$ cat config.mk
export PLATFORM = sky130hd
export DESIGN_NAME = uart_tx
export DESIGN_NICKNAME = d
export VERILOG_FILES = /design/src/rtl/uart_pkg.sv /design/src/rtl/uart_baud_gen.sv /design/src/rtl/uart_tx.sv
export SDC_FILE = /design/constraint.sdc
export NUM_CORES = 1
export LEC_CHECK = 0
export BUFFER_PORTS_ARGS = -buffer_cell sky130_fd_sc_hd__buf_4
export CAP_MARGIN = 20
export CORE_MARGIN = 5
export CORE_UTILIZATION = 40
export DETAILED_ROUTE_END_ITERATION = 8
export HOLD_SLACK_MARGIN = 0.08
export SETUP_SLACK_MARGIN = 0.15
export SLEW_MARGIN = 20
export SYNTH_ARGS = -nofsm -noshare
export SYNTH_HDL_FRONTEND = slang
export SYNTH_SLANG_ARGS = --single-unit
$ cat constraint.sdc
create_clock -name clk -period 4.5 [get_ports clk]
set_input_delay 0.45 -clock clk [delete_from_list [all_inputs] [get_ports clk]]
set_output_delay 0.45 -clock clk [all_outputs]
set_load 0.005 [all_outputs]
$ cat src/rtl/uart_pkg.sv
// Shared UART definitions: frame-FSM states, widths and the parity rule used by both TX and RX.
// Pure declarations; no latency or backpressure of its own.
package uart_pkg;

  localparam int DATA_BITS = 8;
  localparam int DIV_W     = 12;

  typedef enum logic [2:0] {
    ST_IDLE,
    ST_START,
    ST_DATA,
    ST_PARITY,
    ST_STOP
  } uart_tx_state_t;

  // parity_sel=1 gives even parity (^data), 0 gives odd parity (~^data).
  function automatic logic uart_parity(input logic [DATA_BITS-1:0] data,
                                       input logic                 parity_sel);
    return parity_sel ? ^data : ~^data;
  endfunction

endpackage

$ cat src/rtl/uart_baud_gen.sv
// Bit-period timer: counts 0..divisor-1 and pulses tick on the last count.
// Tick is decoded from the count register; clear restarts the period on the next edge.
module uart_baud_gen
  import uart_pkg::*;
(
  input  logic             clk,
  input  logic             reset,
  input  logic             clear,
  input  logic [DIV_W-1:0] divisor,
  output logic             tick
);

  logic [DIV_W-1:0] count_q, count_d;

  // divisor is always >= 1 here, so divisor-1 cannot wrap.
  assign tick = (count_q == (divisor - DIV_W'(1)));

  always_comb begin
    count_d = count_q + DIV_W'(1);
    if (clear || tick) begin
      count_d = '0;
    end
  end

  always_ff @(posedge clk or negedge reset) begin
    if (!reset) begin
      count_q <= '0;
    end else begin
      count_q <= count_d;
    end
  end

endmodule

$ cat src/rtl/uart_tx.sv
// UART transmitter: one-deep holding register feeding a start/8 data/parity/1-2 stop serialiser.
// tx falls one cycle after acceptance when idle; ready_out is low while the holding register is full.
module uart_tx
  import uart_pkg::*;
(
  input  logic                 clk,
  input  logic                 reset,
  input  logic                 tx_en,
  input  logic [DIV_W-1:0]     baud_divisor,
  input  logic                 parity_sel,
  input  logic                 stop_sel,
  input  logic [DATA_BITS-1:0] data_in,
  input  logic                 valid_in,
  output logic                 ready_out,
  output logic                 tx,
  output logic                 busy,
  output logic                 tx_done
);

  uart_tx_state_t       state_q, state_d;
  logic                 hold_full_q, hold_full_d;
  logic [DATA_BITS-1:0] hold_dat_q, hold_dat_d;
  logic [DATA_BITS-1:0] shift_q, shift_d;
  logic [2:0]           bit_idx_q, bit_idx_d;
  logic                 par_q, par_d;
  logic                 stop2_q, stop2_d;
  logic                 stop_cnt_q, stop_cnt_d;
  logic [DIV_W-1:0]     div_q, div_d;
  logic                 tx_q, tx_d;
  logic                 tick;
  logic                 last_stop;
  logic                 start_frame;

  assign ready_out   = ~hold_full_q;
  assign busy        = (state_q != ST_IDLE);
  assign tx          = tx_q;
  assign last_stop   = ~stop2_q | stop_cnt_q;
  assign tx_done     = (state_q == ST_STOP) && tick && last_stop;
  assign start_frame = tx_en && hold_full_q && ((state_q == ST_IDLE) || tx_done);

  uart_baud_gen u_baud (
    .clk     (clk),
    .reset   (reset),
    .clear   (start_frame),
    .divisor (div_q),
    .tick    (tick)
  );

  always_comb begin
    state_d     = state_q;
    hold_full_d = hold_full_q;
    hold_dat_d  = hold_dat_q;
    shift_d     = shift_q;
    bit_idx_d   = bit_idx_q;
    par_d       = par_q;
    stop2_d     = stop2_q;
    stop_cnt_d  = stop_cnt_q;
    div_d       = div_q;
    tx_d        = 1'b1;

    if (start_frame) begin
      hold_full_d = 1'b0;
    end else if (valid_in && ready_out) begin
      hold_full_d = 1'b1;
      hold_dat_d  = data_in;
    end

    // Everything the frame depends on is captured here, so input changes mid-frame are ignored.
    if (start_frame) begin
      state_d    = ST_START;
      shift_d    = hold_dat_q;
      bit_idx_d  = '0;
      par_d      = uart_parity(hold_dat_q, parity_sel);
      stop2_d    = stop_sel;
      stop_cnt_d = 1'b0;
      div_d      = (baud_divisor == '0) ? DIV_W'(1) : baud_divisor;
    end else if (tick) begin
      case (state_q)
        ST_START: state_d = ST_DATA;
        ST_DATA: begin
          shift_d = shift_q >> 1;
          if (bit_idx_q == 3'(DATA_BITS - 1)) begin
            state_d = ST_PARITY;
          end else begin
            bit_idx_d = bit_idx_q + 3'd1;
          end
        end
        ST_PARITY: state_d = ST_STOP;
        ST_STOP: begin
          if (!last_stop) begin
            stop_cnt_d = 1'b1;
          end else begin
            state_d = ST_IDLE;
          end
        end
        default: state_d = state_q;
      endcase
    end

    case (state_d)
      ST_START:  tx_d = 1'b0;
      ST_DATA:   tx_d = shift_d[0];
      ST_PARITY: tx_d = par_d;
      default:   tx_d = 1'b1;
    endcase
  end

  always_ff @(posedge clk or negedge reset) begin
    if (!reset) begin
      state_q     <= ST_IDLE;
      hold_full_q <= 1'b0;
      hold_dat_q  <= '0;
      shift_q     <= '0;
      bit_idx_q   <= '0;
      par_q       <= 1'b0;
      stop2_q     <= 1'b0;
      stop_cnt_q  <= 1'b0;
      div_q       <= DIV_W'(1);
      tx_q        <= 1'b1;
    end else begin
      state_q     <= state_d;
      hold_full_q <= hold_full_d;
      hold_dat_q  <= hold_dat_d;
      shift_q     <= shift_d;
      bit_idx_q   <= bit_idx_d;
      par_q       <= par_d;
      stop2_q     <= stop2_d;
      stop_cnt_q  <= stop_cnt_d;
      div_q       <= div_d;
      tx_q        <= tx_d;
    end
  end

endmodule

==> results.json <==
{
  "die_h_um": 93.1,
  "power_density_nw_per_um2": 614,
  "routed_wirelength_um": 5900,
  "drc": 0,
  "synth_ff_type": "dfrtp_1",
  "fp.coreArea_um2": 6760,
  "criticalPathCategory": "flop to flop",
  "synth_mux_area_share_pct": 4.49,
  "cp.required_ps": 4680,
  "die_area_um2": 8660,
  "finalNetCount": 348,
  "area_growth_syn_to_layout_pct": 15.1,
  "cts_setup_buffers": 0,
  "maxSlewViolCount": 0,
  "num_io_pins": 30,
  "yosysWarnings": 0,
  "grt_overflow": 0,
  "synthSimpleGateAreaFrac_pct": 22.8,
  "hold_class": "input port to async pin",
  "setup_viol": 0,
  "gp_congestion": 0.834,
  "cts_resized": 0,
  "post_dp_cell_area_um2": 3040,
  "clk_latency_ps": 310,
  "critPathMaxFanout": 26,
  "grt_pass1_wl_um": 10300,
  "p_leak_nw": 1.47,
  "netlist_instances": 292,
  "wl_met3_um": 178,
  "wl_met2_um": 2880,
  "critPathSlowestCell": "a21o_1",
  "grt_max_degree": 52,
  "n_fill_cell": 654,
  "multi_input_area_um2": 1380,
  "post_drt_wl_per_cell_um": 14.8,
  "synth-async-reset-ratio_pct": 100,
  "layout_min_cycle_time_ps": 3790,
  "worstMarginPinSlew_ps": 823,
  "finalNonFillerCells": 399,
  "avgViaCountPerCell": 5.22,
  "final_layout_size_suffix_gt1_share_pct": 16.9,
  "yosysSeqAreaShare_pct": 46.3,
  "numCtsBuffers": 5,
  "cts_max_level": 2,
  "syn_area_per_cell_um2": 9.45,
  "fin_crit_sh_pct": 84.2,
  "ant_nets": 0,
  "clock_tree.root_cell": "clkbuf_8",
  "synth_compound_area_share_pct": 11.2,
  "rows": 30,
  "timing.max_cap.violations": 0,
  "end_kind": "flop",
  "skew_ps": 6.00,
  "ys_ff_latch": 51,
  "start_util_pct": 40.9,
  "first_pass_iters": 4,
  "synth_top_family_by_area": "simple AND/OR/NAND/NOR gates",
  "synth.net_count": 322,
  "timing_hold_violations_final": 0,
  "diodes": 0,
  "track_usage_pct": 14.9,
  "peakVddDrop_uv": 300,
  "setup_tns_ps": 0,
  "slew_headroom_pct": 45.2,
  "die_w_um": 93.1,
  "synth.cell_area_um2": 2760,
  "portBuffers": 29,
  "fin_area_um2": 3180,
  "fmax_ghz": 0.264,
  "hold_buffers": 0,
  "yosysUniqueCellTypes": 45,
  "worstSetupStartpointType": "flop",
  "dp.cells": 391,
  "synth_edf_count": 0,
  "clkSinkCount": 51,
  "antenna_found_initial": 0,
  "dr.first_iter.drc_count": 61,
  "grt_pass1_vias": 2192,
  "synth-adder-area-share_pct": 1.81,
  "cts_tree": "built",
  "dr.max_layer_used": "met4",
  "wl_met1_um": 2780,
  "synth_xor_area_share_pct": 9.84,
  "rsz0062_at_grt": "false",
  "slowest_delay_ps": 520,
  "outcome": "completed",
  "hpwlAfterDp_um": 4370,
  "vias": 2084,
  "worstPathArrival_ps": 3970,
  "cts_buffer_depth": 2,
  "r2r_cells": 10,
  "path_cells": "inv_1 > ha_1 > or4b_1 > or3_1 > a2111o_1 > a311oi_4 > nand4_1 > a21o_1 > nand2_1 > nor2_1",
  "path_clk_slew_ps": 100,
  "area.sequential_um2": 1280
}
cells by family (layout without fill, tap and decap cells):
group / Yosys count / after routing
fa+ha+maj: 4 / 4
compound gates: 44 / 44
mux: 11 / 11
xor+xnor: 31 / 31
buf+inv: 25 / 52
simple gates: 126 / 126
flops: 51 / 51
placed cells by master (no fill, tap or decap), drive strengths merged, types with 3 or more instances in the layout:
master / netlist / final
a21oi: 9 / 9
a22oi: 6 / 6
and3: 6 / 6
buf: 4 / 30
clkbuf: 7 / 5
dfrtp: 49 / 49
ha: 4 / 4
inv: 14 / 14
mux2: 8 / 8
mux2i: 3 / 3
nand2: 49 / 49
nand3: 11 / 11
nand4: 5 / 5
nor2: 25 / 25
nor3: 4 / 4
nor4: 6 / 6
o21ai: 16 / 16
or3: 5 / 5
or4: 5 / 5
xnor2: 18 / 18
xor2: 13 / 13
synth_stat cells, types with 5 or more instances:
cell	n	area [µm²]
and3_1	6	37.5
nand2_1	49	184
o21ai_0	14	70.1
a21oi_1	8	40.0
nand3_1	10	50.1
clkbuf_1	7	26.3
mux2_2	7	78.8
inv_1	14	52.6
nor2_1	25	93.8
or3_1	5	31.3
dfrtp_1	49	1230
nor4_1	5	31.3
a22oi_1	6	45.0
xor2_1	13	114
nand4_1	5	31.3
xnor2_1	18	158
or4_1	5	37.5
power breakdown:
part,total (W),internal (W),switching (W)
clock,0.000380,0.000222,0.000158
sequential,0.000844,0.000642,0.000202
combinational,0.000727,0.000353,0.000374
total,0.00195,0.00122,0.000734
sequential cells by signal, indices dropped and copies added (netlist names):
signal          flops
shift_q             8
div_q              12
hold_full_q         1
tx                  1
par_q               1
stop_cnt_q          1
bit_idx_q           3
stop2_q             1
hold_dat_q          8
state_q             3
u_baud.count_q     12
stage by stage:
step / utilization, % / setup slack (ps) / hold WS (ps) / total power, W
after floorplan: - / 1160 / 154 / 0.00138
after global routing: 47.0 / 418 / 216 / 0.00212
after detailed placement: 45.0 / 691 / 474 / 0.00158
final: 47.0 / 710 / 168 / 0.00195
after CTS: 47.0 / 663 / 179 / 0.00197
after global placement: 45.0 / 796 / 469 / 0.00156
worst max-delay path, delay by kind of cell (launching register included):
kind                     cells  cell delay, ps
AO/OA/AOI/OAI                3            1420
adder cells (fa/ha/maj)      1             190
buffers and inverters        1              80
AND/OR/NAND/NOR              5            1590
flip-flops                   1             400
final cells by class:
class	count	area share [%]
inverters	14	1.65
multi-input cells	216	43.5
clock inverters	3	2.13
repair buffers	30	7.09
flip-flops and latches	51	40.3
clock buffers	5	2.17
well taps	80	3.15
final timing paths:
check,startpoint,to,slack [ps]
min,reset,div_q[2],170
min in group clk,stop_sel,stop2_q,330
min reg2reg,stop2_q,stop2_q,490
max in group asynchronous,reset,state_q[2],3920
max reg2reg,div_q[1],u_baud.count_q[2],710
max,div_q[1],u_baud.count_q[2],710
per-layer routing:
| metal | up-vias | track usage (%) |
|---|---|---|
| li1 | 1057 | - |
| met1 | 994 | 19.3 |
| met2 | 26 | 25.4 |
| met3 | 7 | 3.14 |
| met4 | 0 | 3.66 |
| met5 | - | 0 |
No activity file was read; power rests on OpenSTA's default activity.
